===== config.mk =====
export PLATFORM = sky130hd
export DESIGN_NAME = vector_element_sequencer_flat
export DESIGN_NICKNAME = d
export VERILOG_FILES = /design/src/rtl/vector_element_sequencer_if.sv /design/src/rtl/vector_element_sequencer.sv /design/src/flat_wrapper.sv
export SDC_FILE = /design/constraint.sdc
export NUM_CORES = 1
export LEC_CHECK = 0
export BUFFER_PORTS_ARGS = -buffer_cell sky130_fd_sc_hd__clkbuf_2
export CAP_MARGIN = 30
export CORE_MARGIN = 8
export CORE_UTILIZATION = 50
export DETAILED_ROUTE_END_ITERATION = 6
export GPL_TIMING_DRIVEN = 0
export HOLD_SLACK_MARGIN = 0.08
export PLACE_DENSITY = 0.73
export SYNTH_ARGS = -nofsm -noshare
export SYNTH_HDL_FRONTEND = slang
export SYNTH_SLANG_ARGS = --single-unit

===== constraint.sdc =====
create_clock -name clk -period 2.11 [get_ports clk]
set_clock_uncertainty 0.2 [all_clocks]
set_input_delay 0.422 -clock clk [delete_from_list [all_inputs] [get_ports clk]]
set_output_delay 0.422 -clock clk [all_outputs]
set_load 0.1 [all_outputs]

===== src/rtl/vector_element_sequencer_if.sv =====
// Handshake bundle between the control unit (master) and the element sequencer (slave).
// Valid/ready semantics: an element is offered while elem_valid=1 and is accepted on a rising edge with stall=0.
interface vector_element_sequencer_if #(parameter int N = 6);
    logic         start;
    logic         op_type;
    logic [N-1:0] vector_max;
    logic         stall;
    logic         ack;
    logic [N-1:0] counter;
    logic         elem_valid;
    logic         elem_last;
    logic         busy;
    logic         finished;

    modport master (
        output start, op_type, vector_max, stall, ack,
        input  counter, elem_valid, elem_last, busy, finished
    );

    modport slave (
        input  start, op_type, vector_max, stall, ack,
        output counter, elem_valid, elem_last, busy, finished
    );
endinterface


===== src/rtl/vector_element_sequencer.sv =====
// Issues element indices 1..limit for one scalar or vector op, then holds a sticky
// finished until the controller acknowledges it. All outputs come straight from flops.
module vector_element_sequencer #(
    parameter int N = 6
) (
    input  logic                         clk,
    input  logic                         rst,
    vector_element_sequencer_if.slave    bus,
    output logic [1:0]                   dbg_state
);
    typedef enum logic [1:0] {
        IDLE = 2'd0,
        RUN  = 2'd1,
        DONE = 2'd2
    } state_t;

    localparam logic [N-1:0] ONE = {{(N-1){1'b0}}, 1'b1};

    state_t       state;
    logic [N-1:0] limit;
    logic [N-1:0] counter_q;
    logic [N-1:0] counter_inc;
    logic [N-1:0] start_limit;
    logic         valid_q;
    logic         last_q;
    logic         busy_q;
    logic         finished_q;

    // A zero-length vector op still processes one element.
    always_comb begin
        start_limit = ONE;
        if (bus.op_type && (bus.vector_max != '0))
            start_limit = bus.vector_max;
    end

    assign counter_inc = counter_q + ONE;

    always_ff @(posedge clk or negedge rst) begin
        if (!rst) begin
            state      <= IDLE;
            limit      <= '0;
            counter_q  <= '0;
            valid_q    <= 1'b0;
            last_q     <= 1'b0;
            busy_q     <= 1'b0;
            finished_q <= 1'b0;
        end else begin
            case (state)
                IDLE: begin
                    if (bus.start) begin
                        state     <= RUN;
                        limit     <= start_limit;
                        counter_q <= ONE;
                        valid_q   <= 1'b1;
                        busy_q    <= 1'b1;
                        last_q    <= (start_limit == ONE);
                    end
                end
                RUN: begin
                    if (!bus.stall) begin
                        if (counter_q == limit) begin
                            state      <= DONE;
                            finished_q <= 1'b1;
                            valid_q    <= 1'b0;
                            last_q     <= 1'b0;
                        end else begin
                            counter_q <= counter_inc;
                            last_q    <= (counter_inc == limit);
                        end
                    end
                end
                DONE: begin
                    // start is deliberately not looked at here, even alongside ack.
                    if (bus.ack) begin
                        state      <= IDLE;
                        counter_q  <= '0;
                        finished_q <= 1'b0;
                        busy_q     <= 1'b0;
                    end
                end
                default: begin
                    state      <= IDLE;
                    counter_q  <= '0;
                    valid_q    <= 1'b0;
                    last_q     <= 1'b0;
                    busy_q     <= 1'b0;
                    finished_q <= 1'b0;
                end
            endcase
        end
    end

    assign bus.counter    = counter_q;
    assign bus.elem_valid = valid_q;
    assign bus.elem_last  = last_q;
    assign bus.busy       = busy_q;
    assign bus.finished   = finished_q;
    assign dbg_state      = state;
endmodule


===== src/flat_wrapper.sv =====
// flat-port wrapper written by rule: the top's interface ports become plain ports
module vector_element_sequencer_flat 
#(
    parameter int N = 6
)
  (clk, rst, dbg_state, bus_start, bus_op_type, bus_vector_max, bus_stall, bus_ack, bus_counter, bus_elem_valid, bus_elem_last, bus_busy, bus_finished);
  vector_element_sequencer_if #(.N(N)) bus_i ();
  input  logic clk;
  input  logic rst;
  output logic [1:0] dbg_state;
  input wire logic [$bits(bus_i.start)-1:0] bus_start;
  input wire logic [$bits(bus_i.op_type)-1:0] bus_op_type;
  input wire logic [$bits(bus_i.vector_max)-1:0] bus_vector_max;
  input wire logic [$bits(bus_i.stall)-1:0] bus_stall;
  input wire logic [$bits(bus_i.ack)-1:0] bus_ack;
  output wire logic [$bits(bus_i.counter)-1:0] bus_counter;
  output wire logic [$bits(bus_i.elem_valid)-1:0] bus_elem_valid;
  output wire logic [$bits(bus_i.elem_last)-1:0] bus_elem_last;
  output wire logic [$bits(bus_i.busy)-1:0] bus_busy;
  output wire logic [$bits(bus_i.finished)-1:0] bus_finished;
  assign bus_i.start = bus_start;
  assign bus_i.op_type = bus_op_type;
  assign bus_i.vector_max = bus_vector_max;
  assign bus_i.stall = bus_stall;
  assign bus_i.ack = bus_ack;
  assign bus_counter = bus_i.counter;
  assign bus_elem_valid = bus_i.elem_valid;
  assign bus_elem_last = bus_i.elem_last;
  assign bus_busy = bus_i.busy;
  assign bus_finished = bus_i.finished;
  vector_element_sequencer #(.N(N)) u_core (.clk(clk), .rst(rst), .bus(bus_i), .dbg_state(dbg_state));
endmodule

# Word level (Yosys, flattened, before mapping)
# Index checks and enable logic that the tools add are counted.
dict set report totals {
  ram_bits 0
  mem_bits_ro 0
  register_bits 18
  memories 0
  output_inout_bits 12
  latch_bits 0
}
dict set report op_classes {
  reduce_logical 10
  addsub 1
  div 0
  mux 24
  n_shift 0
  bitwise_logic 3
  eq_ne 10
  magnitude_cmp 0
  n_mul 0
}
# operator n
set op_table {}
lappend op_table {{$mux 6} 5}
lappend op_table {{$pmux 6 s3} 1}
lappend op_table {{$reduce_and 4->1} 4}
lappend op_table {{$eq 6x6->1} 2}
lappend op_table {{$pmux 1 s3} 4}
lappend op_table {{$mux 1} 9}
lappend op_table {{$mux 2} 4}
lappend op_table {{$ne 2x2->1 const B} 4}
lappend op_table {{$add 6x1->6 const B} 1}
lappend op_table {{$eq 6x1->1 const B} 1}
lappend op_table {{$pmux 2 s3} 1}
lappend op_table {{$reduce_and 3->1} 2}
lappend op_table {{$reduce_bool 6->1} 1}
lappend op_table {{$not 1->1} 3}
lappend op_table {{$eq 2x1->1 const B} 1}
lappend op_table {{$eq 2x2->1 const B} 1}
lappend op_table {{$logic_not 2->1} 1}
lappend op_table {{$ne 2x1->1 const B} 1}
lappend op_table {{$reduce_and 2->1} 1}
lappend op_table {{$logic_and 1x1->1} 1}

# Longest topological paths before layout
# Gate-level depths: netlist (run 1).
dict set report logic_depth {
  ltp_word 6
  ltp_mapped 6
}

# Least setup slack after synthesis (run 1)
# No wires, ideal clock.
dict set report synth_timing {
  path_kind {register to register}
  start {register u_core.counter_q[0] (netlist: u_core.bus.counter[0])}
  end {register u_core.last_q (netlist: u_core.bus.elem_last)}
  path_stages_with_launch 6
  period_less_slack_ns 2.603
  slack_ns -0.493
  arrival_time_ns 2.338
  path_cell_list {dfrtp_1 > ha_1 > nand3_1 > or3_1 > a2111oi_1 > a311o_2}
}
dict set report synth_between {
  elab_chain_len 5
}
# element line_no
set synth_rtl {}
lappend synth_rtl {{start: declaration} vector_element_sequencer.sv:21} ;# logic [N-1:0] counter_q;
lappend synth_rtl {{start signal: assignment} vector_element_sequencer.sv:67} ;# counter_q <= counter_inc;
lappend synth_rtl {{$add 6x1->6} vector_element_sequencer.sv:36} ;# assign counter_inc = counter_q + ONE;
lappend synth_rtl {{$eq 6x6->1} vector_element_sequencer.sv:68} ;# last_q <= (counter_inc == limit);
lappend synth_rtl {{$mux 1 *} vector_element_sequencer.sv:61} ;# if (counter_q == limit) begin
lappend synth_rtl {{$mux 1 *} vector_element_sequencer.sv:60} ;# if (!bus.stall) begin
lappend synth_rtl {{$pmux 1 s3 *} vector_element_sequencer.sv:48} ;# case (state)
lappend synth_rtl {{end signal: assignment} vector_element_sequencer.sv:56} ;# last_q <= (start_limit == ONE);
lappend synth_rtl {{end signal: assignment} vector_element_sequencer.sv:68}
lappend synth_rtl {{end: declaration} vector_element_sequencer.sv:25} ;# logic last_q;
# Mark *: on every way between the ends. The rest lies on a longest branch, timed or not. The select of a mux whose other input is x is not followed.
# A chain may end at the register's enable or synchronous reset.

# Worst setup path in the final report (run 1)
dict set report layout_timing {
  start {register u_core.state[1] (netlist: u_core.dbg_state[1])}
  end {register u_core.counter_q[4] (netlist: u_core.bus.counter[4])}
}
dict set report layout_between {
  elab_chain_len 3
}
# element line_no
set layout_rtl {}
lappend layout_rtl {{start: declaration} vector_element_sequencer.sv:19} ;# state_t state;
lappend layout_rtl {{start signal: assignment} vector_element_sequencer.sv:40} ;# state <= IDLE;
lappend layout_rtl {{start signal: assignment} vector_element_sequencer.sv:51} ;# state <= RUN;
lappend layout_rtl {{start signal: assignment} vector_element_sequencer.sv:62} ;# state <= DONE;
lappend layout_rtl {{$eq 2x1->1, or another cell as far along} vector_element_sequencer.sv:48}
lappend layout_rtl {{$ne 2x2->1 (no line)} -}
lappend layout_rtl {{$reduce_and 4->1 (no line)} -}
# Parallel ways exist; a longest one is shown, timed or not.

==> metrics.txt, run 1 <==
Worst-Margin Slew=about 550 ps; global-route wire length before repair=just over 4 mm; CTS tree=built; WL/cell=around 14 um; CTS H-tree depth=1; Port Buf Inserts=23; setup tns final=0 ps; CTS root buffer=clkbuf_4; most common cell after layout, fill and taps aside=clkbuf_2; syn_nets=roughly 130; ys async rst share=100.0%; Reg clk slew, reported paths=roughly 110 ps; critical path, cell by cell=buf_6, nand2b_4, or3_1, o21bai_4, o21ai_0, a21boi_0; GPL Wtd Cong=approximately 0.84; core box area=around 2000 sq um; Clock Tree Buf Depth=2; initial antenna violation count=0; sequential share of the synthesized area=a little over two fifths; Hold Vio Cnt, Final=0; Critical Path Start=u_core.dbg_state[1]; CTS Sinks=18; worst endpoint data arrival time=around 2000 ps; diodes inserted=0; worst-skew pair later-pin latency=290 ps; Final nets=between 150 and 200; worst min-delay path class=in2reg; vias in the first global route=between 900 and 1,000; initial core utilization=between 50 and 60%; worst flop-to-flop path startpoint=u_core.dbg_state[1]; Post-Syn Instances=between 100 and 150; Inst Count DP=162; Setup crit end kind=register; CP Buf/Inv Count=1; fin cells=168; row count=16; Tcrit/Tclk final=94.97%; initial drt markers=13; fin. max-slew vios=0; outcome=finished clean; fin crit period=about 2000 ps; CTS buffer count=3; Die Area=around 3800 sq um; crit-path leading delay family=simple AND/OR/NAND/NOR gates; Worst setup SP type=register; warning count from the yosys run=0; Worst Path Max Fanout=10; largest net degree at the start of global routing=19; ratio of cells with drive above 1 in the final layout=between 30% and 40%; Synth Area per Inst=between 9 and 10 sq um; Hold Startpoint=bus_vector_max[4]; DRC=0; vias=just over 900; crit path kind=reg2reg; most frequent cells in the layout=clkbuf_2 (23), nand2_1 (15), o21ai_0 (14); post-route cell area=approximately 1300 sq um; #FFs+latches synth=18; MaxCap Viol Count=0; DPL Wire Length=roughly 1.8 mm; 1st-pass router iterations=5; RSZ-0062 raised after global routing=no; Layout area overhead=21.58%; Die W=between 60 and 70 um; post-synth cell types=33; residual overflow from global routing=0; drt total wl=about 2.3 mm; ANT nets after route=0; critical path's slowest cell=dfrtp_4; Die H=a little over 60 um; placement-stage cell area=around 1200 sq um; Critical Path RT=approximately 2100 ps; GRT Overall Usage=between 10% and 20%; io pins=24; Max-slew headroom=around 63%; vias per inst=approximately 5.5; number of synthesized flops with an enable pin=0; Cell Area, Synth=1044 sq um; endpoints failing setup=0; FMAX=499.0 MHz; critical path's largest stage delay=about 490 ps; Main synth FF type=dfrtp_1
[per-stage QoR]
stage	hold slack [ps]	worst slack, ps	utilization [%]
floorplan	-73.59	-142.7	-
global placement	187.3	27.21	61.42
detailed placement	186.8	3.692	61.42
CTS	142.1	2.015	63.78
global route	163.5	1.199	64.67
finish	146.8	106.1	64.67
[state kept, by name, summed over array words and instances (netlist names)]
register and flops:
u_core.bus.counter 6, u_core.limit 6, u_core.dbg_state 2, u_core.bus.busy 1
u_core.bus.elem_last 1, u_core.bus.elem_valid 1, u_core.bus.finished 1
[per-layer routing]
layer  GRT usage [%]  vias up  wire, um
met5               0        -         0
met4           7.792        0        38
met3           2.923        4        99
met2           22.75       21      1091
met1           16.67      441      1066
li1                -      460         -
[synthesized netlist by cell type (all sizes together), types with 2 or more instances]
master,number,area [sq um]
dfrtp,18,450.4
nand2,15,56.30
o21ai,14,70.07
nor2,8,30.03
xnor2,7,61.31
or3,6,37.54
inv,5,18.77
nand3,4,25.02
a21boi,3,22.52
buf,3,21.27
o32ai,3,26.28
xor2,3,26.28
a211oi,2,15.01
a32o,2,20.02
nand2b,2,20.02
nor2b,2,12.51
o31ai,2,15.01
[cell type report]
cell class	count	area, sq um
fill	181	693.2
multi-input combinational	85	559.3
sequential	18	462.9
timing repair buffer	25	132.6
clock buffer	4	36.28
tap	27	33.78
buffer	4	25.02
inverter	5	18.77
[timing repair]
action                                  4_1_cts  5_1_grt
gates resized for setup                       0        3
buffers inserted                              0        1
endpoints found under the setup margin        0        8
hold buffers                                  1        0
hold endpoints to repair                     18        0
[logic make-up after synthesis]
group,after synthesis,synth area share (%)
simple gates,43,21.46
compound gates,31,21.58
buf+inv,9,4.196
xor+xnor,10,8.394
flops,18,43.17
fa+ha+maj,1,1.199
[path summary, 6_finish.rpt]
check / cells after the start / slack (ps) / endpoint
worst max-delay path: 6 / 110 / u_core.bus.counter[4]
worst min-delay path: 3 / 150 / u_core.limit[4]
worst max register to register: 6 / 110 / u_core.bus.counter[4]
worst min register to register: 2 / 300 / u_core.bus.busy
max in group asynchronous: 2 / 1000 / u_core.dbg_state[1]
min in group asynchronous: 2 / 380 / u_core.dbg_state[1]
[worst min-delay path, cell delays in order]
cell and delay [ps]:
clkbuf_2 90, nand2_1 40, o21ai_0 60
Power of run 1 is not shown: default switching activity piles up to over one toggle a cycle in this logic, so the estimate is an artifact.
==> inputs of run 2 (changes only) <==
==> constraint.sdc (replaced) <==
create_clock -name clk -period 2.11 [get_ports clk]
set_clock_uncertainty 0.2 [all_clocks]
set_input_delay 0.211 -clock clk [delete_from_list [all_inputs] [get_ports clk]]
set_output_delay 0.211 -clock clk [all_outputs]
set_load 0.1 [all_outputs]
==> metrics.txt, run 2 (synthesized netlist as in run 1, its figures left out) <==
outcome=finished clean; most common cell after layout, fill and taps aside=clkbuf_2; dpl ws=around 3.7 ps; GRT Overall Usage=between 10% and 20%; WL/cell=14.21 um; fin. max-slew vios=0; vias in the first global route=1,006; crit path kind=reg2reg; Worst-Margin Slew=between 500 and 600 ps; Die Area=~3800 sq um; MaxCap Viol Count=0; Clock Tree Buf Depth=2; ratio of cells with drive above 1 in the final layout=about 30%; Layout area overhead=35.01%; post-route cell area=1409 sq um; Setup crit end kind=register; worst min-delay path class=in2reg; endpoints failing setup=0; 1st-pass router iterations=4; Reg clk slew, reported paths=100 ps; drt total wl=between 2 and 3 mm; Worst setup SP type=register; GPL Wtd Cong=roughly 0.84; largest net degree at the start of global routing=19; Port Buf Inserts=23; CTS Sinks=18; Die H=between 60 and 70 um; vias per inst=~5.5; initial drt markers=31; Max-slew headroom=~62%; Critical Path RT=between 2000 and 2500 ps; CTS H-tree depth=1; initial antenna violation count=0; vias=a little under 1,000; reg-to-reg setup timing slack=around 110 ps; worst-skew pair later-pin latency=290 ps; io pins=24; core box area=1962 sq um; row count=16; Tcrit/Tclk final=between 90% and 100%; Worst Path Max Fanout=10; CTS tree=built; Hold Vio Cnt, Final=0; ANT nets after route=0; worst endpoint data arrival time=2010 ps; RSZ-0062 raised after global routing=no; diodes inserted=0; initial core utilization=a little over half; Die W=approximately 62 um; DRC=0; placement-stage cell area=about 1200 sq um; setup ws final=110.9 ps; global-route wire length before repair=~4.4 mm; most frequent cells in the layout=clkbuf_2 (23), nand2_1 (15), dlygate4sd3_1 (15); Final nets=between 150 and 200; residual overflow from global routing=0; CTS root buffer=clkbuf_4; DPL Wire Length=roughly 1.8 mm; CTS buffer count=3; FMAX=500.2 MHz; fin crit period=around 2000 ps
[run 2: metrics by stage]
stage / hold slack, ps / instances / setup TNS, ps / utilization, %
finish: 174.1 / 182 / 0 / 71.81
global route: 202.5 / 182 / 0 / 71.81
CTS: 167.8 / 181 / 0 / 70.92
detailed placement: -24.24 / 162 / 0 / 61.42
global placement: -23.75 / 162 / 0 / 61.42
floorplan: -284.6 / 112 / -142.7 / -
[run 2: final cells by class]
type | instances | area (sq um)
multi-input cells | 85 | 559.3
fillers | 163 | 553.0
flip-flops and latches | 18 | 462.9
repair buffers | 39 | 272.8
clock buffers | 4 | 36.28
well taps | 27 | 33.78
plain buffers | 4 | 25.02
inverters | 5 | 18.77
[run 2: worst max-delay path, stage by stage, from the launching register on]
cell	delay (ps)
dfrtp_4	490
buf_6	140
nor2b_2	200
o32ai_1	130
o21bai_4	230
or3_1	350
a21boi_0	170
[run 2: layer usage]
layer / share of wire [%] / GRT usage, %
met2: 52 / 27.18
met4: 1.4 / 8.442
met1: 41 / 16.18
met3: 5.8 / 3.758
met5: 0 / 0
[run 2: worst paths after layout]
| check | startpoint | to | cells after the start |
|---|---|---|---|
| worst max-delay path | u_core.dbg_state[1] | u_core.bus.counter[5] | 6 |
| worst min-delay path | bus_op_type | u_core.bus.elem_last | 3 |
| worst max register to register | u_core.dbg_state[1] | u_core.bus.counter[5] | 6 |
| worst min register to register | u_core.bus.busy | u_core.bus.busy | 2 |
| max in group asynchronous | rst | u_core.dbg_state[1] | 2 |
| min in group asynchronous | rst | u_core.bus.counter[4] | 2 |
[run 2: timing repair]
| action | in CTS | in global routing |
|---|---|---|
| hold buffers | 15 | 0 |
| setup endpoints to repair | 0 | 7 |
| gates resized for setup | 0 | 3 |
| endpoints found under the hold margin | 27 | 0 |
| buffers inserted | 0 | 1 |
Power of run 2 is left out for the same reason.
==> inputs of run 3 (changes only) <==
--- a/config.mk
+++ b/config.mk
@@ -5,6 +5,7 @@
 export SDC_FILE = /design/constraint.sdc
 export NUM_CORES = 1
 export LEC_CHECK = 0
+export ABC_AREA = 1
 export BUFFER_PORTS_ARGS = -buffer_cell sky130_fd_sc_hd__clkbuf_2
 export CAP_MARGIN = 30
 export CORE_MARGIN = 8
@@ -12,7 +13,8 @@
 export DETAILED_ROUTE_END_ITERATION = 6
 export GPL_TIMING_DRIVEN = 0
 export HOLD_SLACK_MARGIN = 0.08
-export PLACE_DENSITY = 0.73
+export PLACE_DENSITY = 0.72
+export SLEW_MARGIN = 0
 export SYNTH_ARGS = -nofsm -noshare
 export SYNTH_HDL_FRONTEND = slang
 export SYNTH_SLANG_ARGS = --single-unit
==> metrics.txt, run 3 <==
outcome=finished clean; syn_nets=approximately 180; CTS H-tree depth=1; Post-Syn Instances=between 150 and 200; GRT Overall Usage=13.85%; post-route cell area=between 1000 and 1500 sq um; critical path's slowest cell=dfrtp_2; WL met3=128 um; io pins=24; global-route wire length before repair=between 4 and 5 mm; Area contributors post-synth=dfrtp_1 (39%), nand2_1 (18%), nand3_1 (7.3%); ratio of cells with drive above 1 in the final layout=a little over a quarter; sequential share of the synthesized area=38.67%; top cells by count, synth=nand2_1 (57), inv_1 (20), dfrtp_1 (18); initial drt markers=24; Critical Path Start=u_core.bus.counter[0]; DPL Wire Length=slightly below 2 mm; worst min-delay path class=in2async; Die W=64.27 um; RSZ-0062 raised after global routing=no; FMAX=slightly below 600 MHz; 1st-pass router iterations=4; CTS root buffer=clkbuf_4; worst-skew pair later-pin latency=slightly below 300 ps; Synth Area per Inst=approximately 7.0 sq um; CP Buf/Inv Count=1; Tcrit/Tclk final=approximately four fifths; Final nets=between 200 and 250; Power Density=1636 nW/um^2; CTS Sinks=18; drt total wl=roughly 2.6 mm; Yosys top cell area share=approximately two fifths; fin. max-slew vios=0; ys async rst share=100.0%; GPL Wtd Cong=roughly 0.83; row count=17; Die H=approximately 64 um; vias per inst=~4.8; post-synth cell types=22; initial antenna violation count=0; residual overflow from global routing=0; Yosys top cell by area=dfrtp_1; Cell Area, Synth=1165 sq um; postcts setup bufs=0; Port Buf Inserts=23; fin crit period=between 1500 and 2000 ps; ANT nets after route=0; Hold Vio Cnt, Final=0; Critical Path RT=approximately 2200 ps; most common cell after layout, fill and taps aside=nand2_1; setup tns final=0 ps; Reg clk slew, reported paths=around 110 ps; CTS buffer count=3; warning count from the yosys run=0; M1 wire length=around 1.2 mm; Worst Path Max Fanout=6; most frequent cell after synthesis=nand2_1; Worst setup SP type=register; core box area=2212 sq um; number of synthesized flops with an enable pin=0; worst endpoint data arrival time=around 1800 ps; Clock Tree Buf Depth=2; critical path, cell by cell=ha_1, inv_1, nand2_1, nand2_1, nor2_1, nand2_1, nor2_1, nand3_1, nand2_1, nand2_1, nand2_1; Main synth FF type=dfrtp_1; Top Layer Used=met4; critical path's largest stage delay=roughly 470 ps; most frequent cells in the layout=nand2_1 (57), clkbuf_2 (23), inv_1 (20); vias in the first global route=roughly 1,100; CTS tree=built; Static Leak=0.7738 nW; maximum vdd drop=~1100 uV; Crit path top cell by count=nand2_1; placement-stage cell area=approximately 1300 sq um; Setup crit end kind=register; endpoints failing setup=0; Worst-Margin Slew=553.0 ps; #FFs+latches synth=18; WL/cell=11.21 um; DRC=0; initial core utilization=a little over half; crit-path leading delay family=simple AND/OR/NAND/NOR gates; diodes inserted=0; MaxCap Viol Count=0; vias=1,102; largest net degree at the start of global routing=19; Layout area overhead=25.89%; worst flop-to-flop path startpoint=u_core.bus.counter[0]; met2 WL post-DR=approximately 1.2 mm; crit path kind=reg2reg; Die Area=around 4100 sq um; Max-slew headroom=63.29%
==> run 3: cell count changes after synthesis, sizes merged, moves of 3 or more <==
cell and delta:
nor2 +6, nand3 +16, a21boi -3, nand2 +48, a21oi +4, xnor2 -6, inv +18, o32ai -3
or3 -6
==> run 3: per-stage QoR <==
step	hold slack [ps]	setup WS, ps	instances	utilization [%]	total power, mW
floorplan	-284.6	19.53	166	-	1.917
global placement	-15.35	460.8	217	59.67	2.160
detailed placement	-4.050	415.6	217	59.67	2.191
CTS	200.7	373.9	232	66.29	2.428
global route	231.4	256.6	232	66.29	2.594
finish	193.7	380.6	232	66.29	2.399
==> run 3: kinds of logic after synthesis <==
logic type                 after synthesis  share of synthesized area, %
adders and majority gates                1                         1.074
AOI/OAI and AO/OA                       19                         9.452
and+or+nand+nor                         98                         38.24
DFF                                     18                         38.67
xor gates and xnor gates                 3                         2.256
buffers and inverters                   27                         10.31
==> run 3: worst reg2reg max path: cells and delay by family, from the launching register on <==
family	cells	cell delay, ps
adder cells (fa/ha/maj)	1	340
buffers and inverters	1	50
flip-flops	1	470
AND/OR/NAND/NOR	9	610
==> run 3: where the power goes <==
group | leakage [nW] | internal, mW | switching, mW
sequential | 0.226 | 0.480 | 0.129
combinational | 0.527 | 0.422 | 1.15
clock | 0.0210 | 0.105 | 0.109
total | 0.774 | 1.01 | 1.39
==> run 3: cell type report <==
cell class	count	area, sq um
plain buffers	3	30.03
clock buffers	4	36.28
fillers	200	745.7
inverters	24	90.09
multi-input cells	121	594.3
flip-flops and latches	18	455.4
well taps	28	35.03
repair buffers	34	225.2
==> run 3: repair_timing <==
item,in CTS,in global routing
gates resized for setup,0,0
hold buffers,11,0
hold endpoints to repair,27,0
==> run 3: final timing paths <==
path                                              end  slack [ps]  cells after the start
worst min register to register    u_core.bus.finished         290                      2
max in group asynchronous       u_core.bus.counter[0]        1180                      2
min in group clk                  u_core.bus.finished         290                      2
worst max register to register   u_core.bus.elem_last         380                     11
worst max-delay path             u_core.bus.elem_last         380                     11
worst min-delay path            u_core.bus.counter[4]         190                      2
==> run 3: routing by layer <==
metal	vias up	GRT usage [%]
met1	484	16.80
met5	-	0
met3	2	4.355
li1	598	-
met4	0	5.177
met2	18	22.36
Note: power is estimated with default switching activity, not from simulation.
